File: src/rtl/sprite_pkg.sv
// Shared definitions for the sprite motion controller.
//   state_e  : update sequencer states
//   coord_t  : 10-bit screen coordinate
//   X_MAX/Y_MAX : largest legal sprite left/top edge for the default
//                 640x480 active area with a 64x64 sprite
package sprite_pkg;

    typedef enum logic [1:0] {
        WAIT_TICK = 2'd0,
        UPD_X     = 2'd1,
        UPD_Y     = 2'd2,
        DONE      = 2'd3
    } state_e;

    typedef logic [9:0] coord_t;

    localparam coord_t X_MAX = 10'd576;
    localparam coord_t Y_MAX = 10'd416;

endpackage

File: src/rtl/sprite_motion_ctrl_axis_step.sv
// Combinational single-axis step with reflection at 0 and MAX.
//   pos/dir/speed   : current position, direction (1 = increasing), step size
//   pos_nxt/dir_nxt : position and direction after one step
//   reflect         : the step hit (or landed exactly on) an edge
// Arithmetic is carried in 11 bits so pos + speed can never wrap.
module axis_step
    import sprite_pkg::*;
#(
    parameter int MAX = 576
) (
    input  coord_t     pos,
    input  logic       dir,
    input  logic [3:0] speed,
    output coord_t     pos_nxt,
    output logic       dir_nxt,
    output logic       reflect
);

    logic [10:0] pos_w_s;
    logic [10:0] spd_w_s;
    logic [10:0] sum_s;
    logic [10:0] max_s;
    coord_t      diff_s;

    assign pos_w_s = {1'b0, pos};
    assign spd_w_s = {7'd0, speed};
    assign sum_s   = pos_w_s + spd_w_s;
    assign max_s   = 11'(MAX);
    assign diff_s  = pos - {6'd0, speed};

    // Next position/direction; a zero speed freezes the axis without reflecting
    always_comb begin
        pos_nxt = pos;
        dir_nxt = dir;
        reflect = 1'b0;
        if (speed == 4'd0) begin
            pos_nxt = pos;
            dir_nxt = dir;
            reflect = 1'b0;
        end else if (dir) begin
            if (sum_s >= max_s) begin
                pos_nxt = max_s[9:0];
                dir_nxt = 1'b0;
                reflect = 1'b1;
            end else begin
                pos_nxt = sum_s[9:0];
                dir_nxt = dir;
                reflect = 1'b0;
            end
        end else begin
            if (pos_w_s <= spd_w_s) begin
                pos_nxt = 10'd0;
                dir_nxt = 1'b1;
                reflect = 1'b1;
            end else begin
                pos_nxt = diff_s;
                dir_nxt = dir;
                reflect = 1'b0;
            end
        end
    end

endmodule

File: src/rtl/sprite_motion_ctrl.sv
// Sprite motion controller: moves one 64x64 sprite and bounces it off the
// active-area edges, updating the position only inside vertical blanking.
//   clk, rst_n      : pixel clock, asynchronous active-low reset
//   pixelx, pixely  : sync-generator counters
//   run             : free-running motion (one update per FRAME_DIV frames)
//   step            : while run is low, arms exactly one update
//   speed           : pixels per update on both axes
//   posx, posy      : sprite left/top edge to the renderer
//   dirx, diry      : current direction per axis (1 = increasing)
//   bounce          : one-cycle pulse when an update reflected on any axis
//   upd             : one-cycle pulse when a new posx/posy pair is valid
// The first line of blanking produces one tick per frame; a scheduled tick
// walks WAIT_TICK -> UPD_X -> UPD_Y -> DONE, so upd appears 3 cycles later.
module sprite_motion_ctrl
    import sprite_pkg::*;
#(
    parameter int H_ACTIVE  = 640,
    parameter int V_ACTIVE  = 480,
    parameter int SPRITE_W  = 64,
    parameter int INIT_X    = 288,
    parameter int INIT_Y    = 208,
    parameter int FRAME_DIV = 2
) (
    input  logic       clk,
    input  logic       rst_n,
    input  logic [9:0] pixelx,
    input  logic [9:0] pixely,
    input  logic       run,
    input  logic       step,
    input  logic [3:0] speed,
    output logic [9:0] posx,
    output logic [9:0] posy,
    output logic       dirx,
    output logic       diry,
    output logic       bounce,
    output logic       upd
);

    state_e     state_r;
    state_e     state_nxt_s;
    logic       ly_r;
    logic       tick_s;
    logic       tick_wait_s;
    logic       div_hit_s;
    logic       sched_s;
    logic [7:0] cnt_r;
    logic       step_armed_r;
    logic [3:0] speed_r;
    coord_t     posx_r;
    coord_t     posy_r;
    logic       dirx_r;
    logic       diry_r;
    logic       reflx_r;
    logic       upd_r;
    logic       bounce_r;
    logic       ld_x_s;
    logic       ld_y_s;
    coord_t     posx_nxt_s;
    coord_t     posy_nxt_s;
    logic       dirx_nxt_s;
    logic       diry_nxt_s;
    logic       reflx_s;
    logic       refly_s;
    logic       pixelx_unused_s;

    // The frame tick is derived from the line count alone; the column is not needed.
    assign pixelx_unused_s = ^pixelx;

    assign tick_s      = (pixely == 10'(V_ACTIVE)) & ~ly_r;
    assign tick_wait_s = tick_s & (state_r == WAIT_TICK);
    assign div_hit_s   = (cnt_r == 8'(FRAME_DIV - 1));
    // A step armed in the tick cycle itself is only visible at the next tick.
    assign sched_s     = tick_wait_s & (run ? div_hit_s : step_armed_r);

    axis_step #(.MAX(H_ACTIVE - SPRITE_W)) u_axis_x (
        .pos     (posx_r),
        .dir     (dirx_r),
        .speed   (speed_r),
        .pos_nxt (posx_nxt_s),
        .dir_nxt (dirx_nxt_s),
        .reflect (reflx_s)
    );

    axis_step #(.MAX(V_ACTIVE - SPRITE_W)) u_axis_y (
        .pos     (posy_r),
        .dir     (diry_r),
        .speed   (speed_r),
        .pos_nxt (posy_nxt_s),
        .dir_nxt (diry_nxt_s),
        .reflect (refly_s)
    );

    // Sequencer state register
    always_ff @(posedge clk or negedge rst_n) begin
        if (!rst_n) begin
            state_r <= WAIT_TICK;
        end else begin
            state_r <= state_nxt_s;
        end
    end

    // Sequencer next-state logic
    always_comb begin
        state_nxt_s = state_r;
        case (state_r)
            WAIT_TICK: begin
                if (sched_s) begin
                    state_nxt_s = UPD_X;
                end else begin
                    state_nxt_s = WAIT_TICK;
                end
            end
            UPD_X:   state_nxt_s = UPD_Y;
            UPD_Y:   state_nxt_s = DONE;
            DONE:    state_nxt_s = WAIT_TICK;
            default: state_nxt_s = WAIT_TICK;
        endcase
    end

    // Sequencer outputs: per-axis load strobes
    always_comb begin
        ld_x_s = 1'b0;
        ld_y_s = 1'b0;
        case (state_r)
            UPD_X: ld_x_s = 1'b1;
            UPD_Y: ld_y_s = 1'b1;
            default: begin
                ld_x_s = 1'b0;
                ld_y_s = 1'b0;
            end
        endcase
    end

    // Line-480 edge detector history
    always_ff @(posedge clk or negedge rst_n) begin
        if (!rst_n) begin
            ly_r <= 1'b0;
        end else begin
            ly_r <= (pixely == 10'(V_ACTIVE));
        end
    end

    // Frame divider: advances on ticks only while running, held otherwise
    always_ff @(posedge clk or negedge rst_n) begin
        if (!rst_n) begin
            cnt_r <= 8'd0;
        end else if (tick_wait_s && run) begin
            cnt_r <= div_hit_s ? 8'd0 : cnt_r + 8'd1;
        end else begin
            cnt_r <= cnt_r;
        end
    end

    // Single-step arming; a new step wins over consumption in the same cycle
    always_ff @(posedge clk or negedge rst_n) begin
        if (!rst_n) begin
            step_armed_r <= 1'b0;
        end else if (step && !run) begin
            step_armed_r <= 1'b1;
        end else if (sched_s && !run) begin
            step_armed_r <= 1'b0;
        end else begin
            step_armed_r <= step_armed_r;
        end
    end

    // Speed snapshot taken on entry to UPD_X and shared by both axes
    always_ff @(posedge clk or negedge rst_n) begin
        if (!rst_n) begin
            speed_r <= 4'd0;
        end else if (sched_s) begin
            speed_r <= speed;
        end else begin
            speed_r <= speed_r;
        end
    end

    // X axis position, direction and reflect flag
    always_ff @(posedge clk or negedge rst_n) begin
        if (!rst_n) begin
            posx_r  <= 10'(INIT_X);
            dirx_r  <= 1'b1;
            reflx_r <= 1'b0;
        end else if (ld_x_s) begin
            posx_r  <= posx_nxt_s;
            dirx_r  <= dirx_nxt_s;
            reflx_r <= reflx_s;
        end else begin
            posx_r  <= posx_r;
            dirx_r  <= dirx_r;
            reflx_r <= reflx_r;
        end
    end

    // Y axis position and direction
    always_ff @(posedge clk or negedge rst_n) begin
        if (!rst_n) begin
            posy_r <= 10'(INIT_Y);
            diry_r <= 1'b1;
        end else if (ld_y_s) begin
            posy_r <= posy_nxt_s;
            diry_r <= diry_nxt_s;
        end else begin
            posy_r <= posy_r;
            diry_r <= diry_r;
        end
    end

    // Status pulses, registered so they are high exactly during DONE
    always_ff @(posedge clk or negedge rst_n) begin
        if (!rst_n) begin
            upd_r    <= 1'b0;
            bounce_r <= 1'b0;
        end else begin
            upd_r    <= ld_y_s;
            bounce_r <= ld_y_s & (reflx_r | refly_s);
        end
    end

    assign posx   = posx_r;
    assign posy   = posy_r;
    assign dirx   = dirx_r;
    assign diry   = diry_r;
    assign upd    = upd_r;
    assign bounce = bounce_r;

endmodule
File: config.mk
export PLATFORM = sky130hd
export DESIGN_NAME = sprite_motion_ctrl
export DESIGN_NICKNAME = d
export VERILOG_FILES = /design/src/rtl/sprite_pkg.sv /design/src/rtl/sprite_motion_ctrl_axis_step.sv /design/src/rtl/sprite_motion_ctrl.sv
export SDC_FILE = /design/constraint.sdc
export NUM_CORES = 1
export LEC_CHECK = 0
export CORE_ASPECT_RATIO = 0.5
export CORE_UTILIZATION = 55
export DETAILED_ROUTE_END_ITERATION = 6
export PLACE_DENSITY = 0.8
export SYNTH_ARGS = -nofsm -noshare
export SYNTH_HDL_FRONTEND = slang
export SYNTH_HIERARCHICAL = 1
export SYNTH_SLANG_ARGS = --single-unit
File: constraint.sdc
create_clock -name clk -period 8.05 [get_ports clk]
set_input_delay 0.805 -clock clk [delete_from_list [all_inputs] [get_ports clk]]
set_output_delay 0.805 -clock clk [all_outputs]
set_load 0.005 [all_outputs]
==> key figures, run 1 <==
Run status
  – Status: completed

Routing
  – Initial drt markers: 296
  – Routed Antenna Nets: 0
  – Residual DRC: 0
  – Via total after detailed routing: 3316
  – Routed wire length per instance: between 15 and 20 um
  – Pre-Repair DR Iteration Count: 5
  – Vias/cell: 6.43
  – Total Wirelength: 9170 um

Hold path
  – Hold Path Origin: reflx_r
  – Hold crit path type: reg -> reg

Global routing
  – Largest net degree at the start of global routing: 42
  – GR Overflow Total: 0
  – Aggregate global-route resource usage: 26.3%
  – Global-route wire length before repair: approximately 15000 um
  – Vias in the first global route: 3165
  – Antenna violations before repair: 0

Cells and area
  – Ant. Diodes: 0
  – FF+latch area: 1030 um^2
  – Layout cells sized above 1: between 20 and 25%
  – Area taken by multi-input logic gates: ~2500 um^2
  – Most frequent cells in the layout: 40 x clkdlybuf4s50_1, 34 x dfrtp_1, 29 x mux2_2, 25 x inv_1, 25 x nor2_1
  – Final instance count without filler cells: approximately 520
  – Most common cell after layout, fill and taps aside: clkdlybuf4s50_1
  – Synthesis-to-finish area growth: 15.1%
  – Final Core Density: 68.4%
  – Fillers: 504
  – Nets: between 400 and 500

CTS
  – Clk_lat worst skew: 0.28 ns
  – Hold Buf Count CTS: 0
  – CTS tree: done
  – Clk root buf: clkbuf_16
  – Clock-pin transition on the worst setup and hold timing paths: 0.06 ns
  – # clock sinks: 41
  – TritonCTS buffer count: 5
  – Post-cts gate resize count: 0
  – CTS max path bufs: 2
  – Setup bufs post-CTS: 0
  – H-tree Lvls: 2

Critical path
  – Most used cell, CP: o21ai_1
  – Setup Crit Path Kind: reg -> reg
  – Reg-to-Reg Start: speed_r[1]
  – Slowest cell on crit path: dfrtp_1
  – CP required: 8.22 ns
  – Setup crit end kind: flip-flop
  – Worst EP arrival: 3.36 ns
  – Critical path's largest stage delay: approximately 0.6 ns
  – Startpoint type of the worst setup path: flip-flop
  – Crit-path cells: inv_1, ha_1, nor2b_2, o21ai_1, a211oi_1, mux2i_1, o21ai_1, o32a_1, mux2_2
  – Crit-path max FO: 11
  – Crit path launch: speed_r[1]

STA
  – Final Critical Period: 3.20 ns
  – Endpoints failing setup: 0
  – Normalized max-slew margin: 37.6%
  – Period Utilization, post-route: 39.7%
  – Final hold vios: 0
  – Fin Hold WS: 0.503 ns
  – FMAX: 313 MHz
  – Final Skew: roughly 0.0024 ns
  – PnR worst setup slack: between 4 and 5 ns
  – Final Max Tran Viols: 0
  – Post-route setup TNS: 0 ns
  – Unrepaired setup endpoints after global routing: false
  – Worst Tran Pin Value: 0.936 ns

Floorplanning
  – Cell Rows: 20
  – I/O pin total: 52
  – Chip Height: 60.5 um
  – Initial Utilization: approximately three fifths
  – Die Area: 7190 um^2
  – Core footprint: 6330 um^2
  – Die width: around 120 um

Logic synthesis
  – Async SR Flop Fraction: 100%
  – EDFF count, synth: 0
  – Post-Synthesis Cell Area: 3760 um^2
  – Register area share after synthesis: about 28%
  – Avg Cell Area, Syn: approximately 9.5 um^2
  – Synth warnings: 6
  – Synth Instances: approximately 400
  – Prevailing post-synth register cell: dfrtp_1
  – Synth cell types: 90
  – FF+latch count, synth: 41
  – Syn nets: around 450

Power
  – Static leakage: around 1.7 nW
  – Max VDD drop: approximately 0.00007 V
  – PwrDens: 115 nW/um^2

Flow run
  – Maxcap violations: 0

Placement
  – GPL Wtd Cong: between 0.9 and 1
  – IO buf count: 41
  – Final HPWL DP: 6550 um
  – DP Cell Count: roughly 510
  – Post-Place Setup Slack: slightly below 5 ns
-- critical path, delay by kind of cell, from the launching register on --
family / cells / cell delay [ns]
flops: 1 / 0.61
buf+inv: 1 / 0.16
fa+ha+maj: 1 / 0.37
simple gates: 1 / 0.14
mux: 2 / 0.63
compound gates: 4 / 1.17
-- cell families after synthesis --
kind of cell / Yosys count / synth area share, %
buf+inv: 45 / 6.19
compound gates: 119 / 24.1
fa+ha+maj: 25 / 9.12
mux: 31 / 9.22
xor+xnor: 12 / 2.80
flops: 41 / 27.5
simple gates: 123 / 21.1
-- sequential cells by signal, indices dropped and copies added (netlist names) --
signal / cells
dirx: 1
step_armed_r: 1
diry: 1
posx: 10
reflx_r: 1
posy: 10
state_r: 2
cnt_r: 8
upd: 1
speed_r: 4
ly_r: 1
bounce: 1
-- metal layers --
layer  wire [um]  GRT usage, %
met3         389          4.14
met4          75          5.42
met1        4130          33.2
met2        4570          49.1
met5           0             0
-- cells in the mapped netlist (all sizes together), types with 3 or more instances --
master / instances / area [um^2]
dfrtp: 34 / 851
mux2: 29 / 327
inv: 26 / 97.6
a21oi: 25 / 140
nor2: 25 / 93.8
o21ai: 25 / 125
ha: 21 / 263
nand2: 18 / 75.1
buf: 16 / 123
nor3: 12 / 70.1
nand3: 10 / 50.1
nor4: 10 / 133
xnor2: 10 / 87.6
a31oi: 9 / 56.3
nand2b: 9 / 58.8
a211oi: 8 / 82.6
and3: 7 / 47.5
dfstp: 7 / 184
nand4: 6 / 58.8
o211ai: 6 / 50.1
o31ai: 6 / 55.1
and2: 5 / 33.8
a21o: 4 / 30.0
and4: 4 / 36.3
fa: 4 / 80.1
or3: 4 / 30.0
a2bb2oi: 3 / 32.5
a32oi: 3 / 26.3
clkbuf: 3 / 12.5
nor2b: 3 / 21.3
o221ai: 3 / 32.5
-- where the power goes --
group	switching, mW	internal (mW)	total [mW]
combinational	0.0288	0.0219	0.0507
sequential	0.00276	0.208	0.211
clock	0.0810	0.155	0.236
-- final cells by class --
| class | instances | area share (%) |
|---|---|---|
| inverters | 26 | 2.25 |
| well taps | 88 | 2.54 |
| multi-input cells | 310 | 57.6 |
| flip-flops and latches | 41 | 23.9 |
| clock buffers | 7 | 3.30 |
| clock inverters | 1 | 0.694 |
| repair buffers | 43 | 9.71 |
-- path summary, 6_finish.rpt --
check                          end  slack (ns)  cells after the start
max reg2reg                posy[5]        4.85                      9
min                         bounce        0.50                      1
min in group asynchronous  posy[8]        0.65                      1
min reg2reg                 bounce        0.50                      1
max                        posy[5]        4.85                      9
max in group asynchronous  posx[2]        6.80                      1
-- metrics by stage --
stage          total power, mW  instance area, um^2
3_5_place_dp             0.264                 4160
6_report                 0.498                 4330
2_1_floorplan            0.243                 3760
3_3_place_gp             0.262                 4160
4_1_cts                  0.499                 4330
5_1_grt                  0.513                 4330
Note: power is estimated with default switching activity, not from simulation.
==> inputs of run 2 (changes only) <==
Settings changed: CORE_UTILIZATION 55 to 51, PLACE_DENSITY 0.8 to 0.78.
Clock period 8.05 ns to 2.9 ns, I/O delays scaled along.
==> run 2 against run 1 <==
Sequential share of layout area shrank 1.4 points. Final cell count grew 6.4%. Fmax grew 13%. Via count grew 1.2%. First-iteration DRC count shrank 14%. Register-to-register slack lost 4.8 ns. Sequential power grew to 2.8 times the previous value. Global-route usage shrank 1.5 points. Setup slack lost 4.8 ns. Design area grew 6.4%.
==> key figures, run 2 (synthesis results as in run 1) <==
Run status
  – Status: completed

Floorplanning
  – Die Area: 7740 um^2 (+7.6%)
  – Core footprint: 6910 um^2 (+9.2%)
  – Cell Rows: 21 (+5.0%)
  – Die width: 123 um (+3.8%)
  – I/O pin total: 52 (unchanged)
  – Initial Utilization: 54.4% (-5.0 points)
  – Chip Height: 62.7 um (+3.7%)

CTS
  – CTS tree: done
  – TritonCTS buffer count: 5 (unchanged)
  – Clock-pin transition on the worst setup and hold timing paths: 0.06 ns (about the same)
  – # clock sinks: 41 (unchanged)
  – H-tree Lvls: 2 (unchanged)
  – CTS max path bufs: 2 (unchanged)
  – Clk root buf: clkbuf_16
  – Clk_lat worst skew: 0.28 ns (about the same)

Critical path
  – Critical path's largest stage delay: 0.46 ns (-0.15 ns)
  – Crit-path max FO: 7 (-4)
  – Setup crit end kind: flip-flop
  – Slowest cell on crit path: dfrtp_1
  – Reg2Reg Setup Slack: 0.08 ns (-4.78 ns)
  – Critical path's top delay family: compound AO/OA/AOI/OAI gates
  – R2R cell count: 9 (unchanged)
  – Startpoint type of the worst setup path: flip-flop
  – CP required: 3.07 ns (-5.15 ns)
  – Worst EP arrival: 2.99 ns (-0.37 ns)
  – Setup Crit Path Kind: reg -> reg
  – Crit-path cells: inv_1, ha_1, and2b_4, a2111oi_2, and4_1, a211oi_2, o211ai_2, a31oi_1, mux2_2
  – R2r endpoint: posy[0]
  – Reg-to-Reg Start: speed_r[3]
  – Buf+Inv Stages, Crit Path: 1 (unchanged)

Routing
  – Via total after detailed routing: 3356 (+1.2%)
  – Pre-Repair DR Iteration Count: 4 (-1)
  – Residual DRC: 0 (unchanged)
  – Routed wire length per instance: 16.5 um (-7.2%)
  – Initial drt markers: 255 (-14%)
  – Vias/cell: 6.11 (-4.9%)
  – Routed Antenna Nets: 0 (unchanged)
  – Total Wirelength: 9050 um (-1.3%)

Global routing
  – Antenna violations before repair: 0 (unchanged)
  – Vias in the first global route: 3167 (+0.063%)
  – Global-route wire length before repair: 15200 um (+0.73%)
  – Largest net degree at the start of global routing: 42 (unchanged)
  – GR Overflow Total: 0 (unchanged)
  – Aggregate global-route resource usage: 24.8% (-1.5 points)

Cells and area
  – Layout cells sized above 1: 26.7% (+6.1 points)
  – Nets: 509 (+6.0%)
  – Final instance count without filler cells: 549 (+6.4%)
  – Most common cell after layout, fill and taps aside: clkdlybuf4s50_1
  – Synthesis-to-finish area growth: 22.5%
  – Most frequent cells in the layout: 40 x clkdlybuf4s50_1, 33 x dfrtp_1, 31 x buf_4, 29 x mux2_2
  – Ant. Diodes: 0 (unchanged)

STA
  – Endpoints failing setup: 0 (unchanged)
  – Final hold vios: 0 (unchanged)
  – Final Critical Period: 2.82 ns (-0.374 ns)
  – Worst Tran Pin Value: 0.922 ns (-0.0135 ns)
  – Final Skew: 0.00499 ns (+0.00261 ns)
  – Final Max Tran Viols: 0 (unchanged)
  – Unrepaired setup endpoints after global routing: true
  – Post-route setup TNS: 0 ns (unchanged)
  – FMAX: 354 MHz (+13%)
  – Fin Hold WS: 0.139 ns (-0.364 ns)
  – Normalized max-slew margin: 38.5% (+0.90 points)
  – Period Utilization, post-route: 97.4% (+58 points)

Flow run
  – Maxcap violations: 0 (unchanged)

Hold path
  – Hold crit path type: in -> async

Power
  – Max VDD drop: 0.000203 V (+190%)
  – Static leakage: 1.89 nW (+9.0%)
  – PwrDens: 319 nW/um^2 (+180%)
  – Total power: 1.47 mW (+200%)

Placement
  – DP Cell Count: 540 (+6.3%)
  – Final HPWL DP: 6410 um (-2.0%)
  – IO buf count: 41 (unchanged)
  – GPL Wtd Cong: 0.956 (+4.8%)
## run 2: worst max path at each step
stage	startpoint	to	slack [ns]	depth (start not counted)
finish	speed_r[3]	posy[0]	0.08	9
global route	posx[0]	posx[8]	-0.01	13
CTS	speed_r[0]	posx[2]	0.04	10
detailed placement	speed_r[0]	posx[2]	0.05	10
global placement	speed_r[1]	posy[5]	0.12	9
floorplan	speed_r[0]	posx[6]	0.13	9
## run 2: metal layers
layer / track usage (%) / part of all wire (%) / wire length, um
met1: 34.6 / 48 / 4310
met2: 40.2 / 47 / 4240
met3: 4.01 / 4.8 / 435
met4: 5.57 / 0.75 / 68
met5: 0 / 0 / 0
## run 2: metrics by stage
stage | area, um^2 | utilization (%) | setup slack (ns)
CTS | 4560 | 66.1 | 0.0406
global route | 4600 | 66.6 | -0.0119
global placement | 4370 | 63.2 | 0.118
detailed placement | 4370 | 63.2 | 0.0471
floorplan | 3760 | - | 0.128
finish | 4600 | 66.6 | 0.0764
## run 2: report_power, final
| group | switching, mW | internal, mW |
|---|---|---|
| logic | 0.0828 | 0.0674 |
| clock network | 0.238 | 0.496 |
| registers | 0.00566 | 0.577 |
| total | 0.327 | 1.14 |
## run 2: final cells by class
cell class              count  area, um^2
multi-input cells         310        2520
fillers                   548        2310
flip-flops and latches     41        1040
repair buffers             72         638
clock buffers               5         125
well taps                  92         115
inverters                  26        97.6
clock inverters             3        68.8
## run 2: timing repair
action / 4_1_cts / 5_1_grt
hold buffers: 0 / 0
buffers inserted: 0 / 1
resized for setup: 0 / 6
endpoints found under the setup margin: 0 / 14
## run 2: worst register-to-register path: cells and delay by family, from the launching register on
kind	cells	cell delay, ns
AOI/OAI and AO/OA	4	1.05
adders and majority gates	1	0.37
buffers and inverters	1	0.07
DFF	1	0.46
muxes	1	0.27
and+or+nand+nor	2	0.48
==> inputs of run 3 (changes only) <==
Settings changed: REMOVE_ABC_BUFFERS from default to 1.
==> run 3 against run 2 <==
Design area shrank 1.8%. Via count is 0.36% higher. Critical path depth is 1 higher. Power decreased by 13%. Count of clock-buffer cells in the layout rose by 1. Flip-flop and latch count did not move. Fmax rose by 1.6%. Critical path type unchanged. Largest cell class unchanged. Highest routed layer unchanged.
==> key figures, run 3 (synthesis results as in run 1) <==
Critical path
  – Startpoint type of the worst setup path: flip-flop
  – CP required: 3.08 ns (about the same)
  – Buf+Inv Stages, Crit Path: 1 (unchanged)
  – Slowest cell on crit path: dfrtp_1
  – Critical path's largest stage delay: 0.38 ns (-0.08 ns)
  – Setup crit end kind: flip-flop
  – Worst EP arrival: 2.96 ns (-0.03 ns)
  – Critical path's top delay family: compound AO/OA/AOI/OAI gates
  – Crit-path max FO: 4 (-3)
  – Crit-path cells: buf_4, ha_1, fa_2, nand2b_4, a21oi_2, a221o_1, a211oi_2, o21ai_2, o32a_1, mux2_2
  – Crit. path cell count: 10 (+1)
  – Setup Crit Path Kind: reg -> reg
  – R2R cell count: 10 (+1)

Run status
  – Status: completed

Global routing
  – Vias in the first global route: 3154 (-0.41%)
  – GR met3 Demand/Resource: 4.20% (+0.18 points)
  – Antenna violations before repair: 0 (unchanged)
  – Global-route wire length before repair: 15400 um (+1.8%)
  – GR Overflow Total: 0 (unchanged)
  – GRT busiest layer: met2
  – Met2 Use GR: 38.6% (-1.6 points)
  – Largest net degree at the start of global routing: 42 (unchanged)
  – GRT met1 Usage: 36.4% (+1.8 points)
  – Aggregate global-route resource usage: 25.3% (+0.50 points)

CTS
  – H-tree Lvls: 2 (unchanged)
  – TritonCTS buffer count: 5 (unchanged)
  – Clock-pin transition on the worst setup and hold timing paths: 0.06 ns (about the same)
  – Clk root buf: clkbuf_16
  – Clk_lat worst skew: 0.29 ns (about the same)
  – Setup bufs post-CTS: 0 (unchanged)
  – CTS max path bufs: 2 (unchanged)
  – # clock sinks: 41 (unchanged)
  – CTS tree: done

STA
  – Final Skew: 0.00721 ns (+0.00222 ns)
  – Period Utilization, post-route: 95.8% (-1.5 points)
  – Normalized max-slew margin: 37.4% (-1.1 points)
  – Worst Tran Pin Value: 0.938 ns (+0.0161 ns)
  – Final Max Tran Viols: 0 (unchanged)
  – FMAX: 360 MHz (+1.6%)
  – PnR worst setup slack: 0.121 ns (+0.0445 ns)
  – Final Critical Period: 2.78 ns (-0.0445 ns)
  – Unrepaired setup endpoints after global routing: true
  – Endpoints failing setup: 0 (unchanged)
  – Final hold vios: 0 (unchanged)

Routing
  – Residual DRC: 0 (unchanged)
  – Pre-Repair DR Iteration Count: 5 (+1)
  – Initial drt markers: 236 (-7.5%)
  – Via total after detailed routing: 3368 (+0.36%)
  – Routed wire length per instance: 16.5 um (+0.21%)
  – Total Wirelength: 8970 um (-0.88%)
  – Routed Antenna Nets: 0 (unchanged)
  – Vias/cell: 6.20 (+1.5%)

Cells and area
  – Layout cells sized above 1: 26.4% (-0.31 points)
  – Most common cell after layout, fill and taps aside: clkdlybuf4s50_1
  – Fin area: 4520 um^2 (-1.8%)
  – Most frequent cells in the layout: 40 x clkdlybuf4s50_1, 33 x dfrtp_1, 29 x mux2_2
  – Nets: 503 (-1.2%)
  – Synthesis-to-finish area growth: 20.2%
  – Fillers: 559 (+2.0%)
  – Ant. Diodes: 0 (unchanged)

Hold path
  – Hold crit path type: in -> async

Power
  – PwrDens: 283 nW/um^2 (-11%)
  – Static leakage: 1.85 nW (-1.9%)
  – Max VDD drop: 0.000166 V (-19%)

Placement
  – Post-Place Setup Slack: 0.0463 ns (-0.000766 ns)
  – Final HPWL DP: 6400 um (-0.20%)
  – GPL Wtd Cong: 0.900 (-5.8%)
  – IO buf count: 41 (unchanged)
  – Placed Instance Area: 4330 um^2 (-0.86%)

Flow run
  – Maxcap violations: 0 (unchanged)

Floorplanning
  – Initial Utilization: 54.4% (unchanged)
  – Die Area: 7740 um^2 (unchanged)
  – Die width: 123 um (unchanged)
  – I/O pin total: 52 (unchanged)
  – Cell Rows: 21 (unchanged)
  – Chip Height: 62.7 um (unchanged)
  – Core footprint: 6910 um^2 (unchanged)
-- run 3: path summary, 6_finish.rpt --
path / start / slack (ns) / end
min in group clk: reflx_r / 0.48 / bounce
hold / removal: rst_n / 0.15 / posx[6]
max in group asynchronous: rst_n / 2.11 / speed_r[1]
setup reg to reg: speed_r[0] / 0.12 / posy[5]
setup / recovery: speed_r[0] / 0.12 / posy[5]
hold reg to reg: reflx_r / 0.48 / bounce
-- run 3: metrics by stage --
step | hold WS, ns | power, mW | std cells | utilization, % | setup TNS, ns
global route | 0.227 | 1.33 | 543 | 65.4 | -0.0359
detailed placement | 0.474 | 0.739 | 535 | 62.7 | 0
global placement | 0.471 | 0.736 | 535 | 62.7 | 0
CTS | 0.185 | 1.29 | 543 | 64.7 | 0
finish | 0.146 | 1.28 | 543 | 65.4 | 0
floorplan | -0.00559 | 0.669 | 377 | - | 0
-- run 3: final cells by class --
type / instances / area, um^2 / share of cell area (%)
clock inverter: 2 / 10.0 / 0.221
tap: 92 / 115 / 2.55
inverter: 26 / 97.6 / 2.16
timing repair buffer: 66 / 593 / 13.1
sequential: 41 / 1040 / 22.9
multi-input combinational: 310 / 2540 / 56.2
clock buffer: 6 / 129 / 2.85
-- run 3: what timing repair did --
| item | 4_1_cts | 5_1_grt |
|---|---|---|
| hold buffers | 0 | 0 |
| resized for setup | 0 | 10 |
| endpoints found under the hold margin | 0 | 0 |
| setup endpoints to repair | 0 | 11 |
-- run 3: per-layer routing --
metal / vias to the layer above / share of wire [%]
met4: 0 / 1.7
li1: 1594 / -
met5: - / 0
met1: 1636 / 47
met2: 119 / 46
met3: 19 / 5.3
-- run 3: report_power, final --
group	switching, mW	total [mW]	leakage [nW]	internal (mW)
Clock	0.231	0.548	0.0706	0.316
Combinational	0.0832	0.148	1.25	0.0651
Sequential	0.00547	0.583	0.530	0.578
Total	0.320	1.28	1.85	0.959
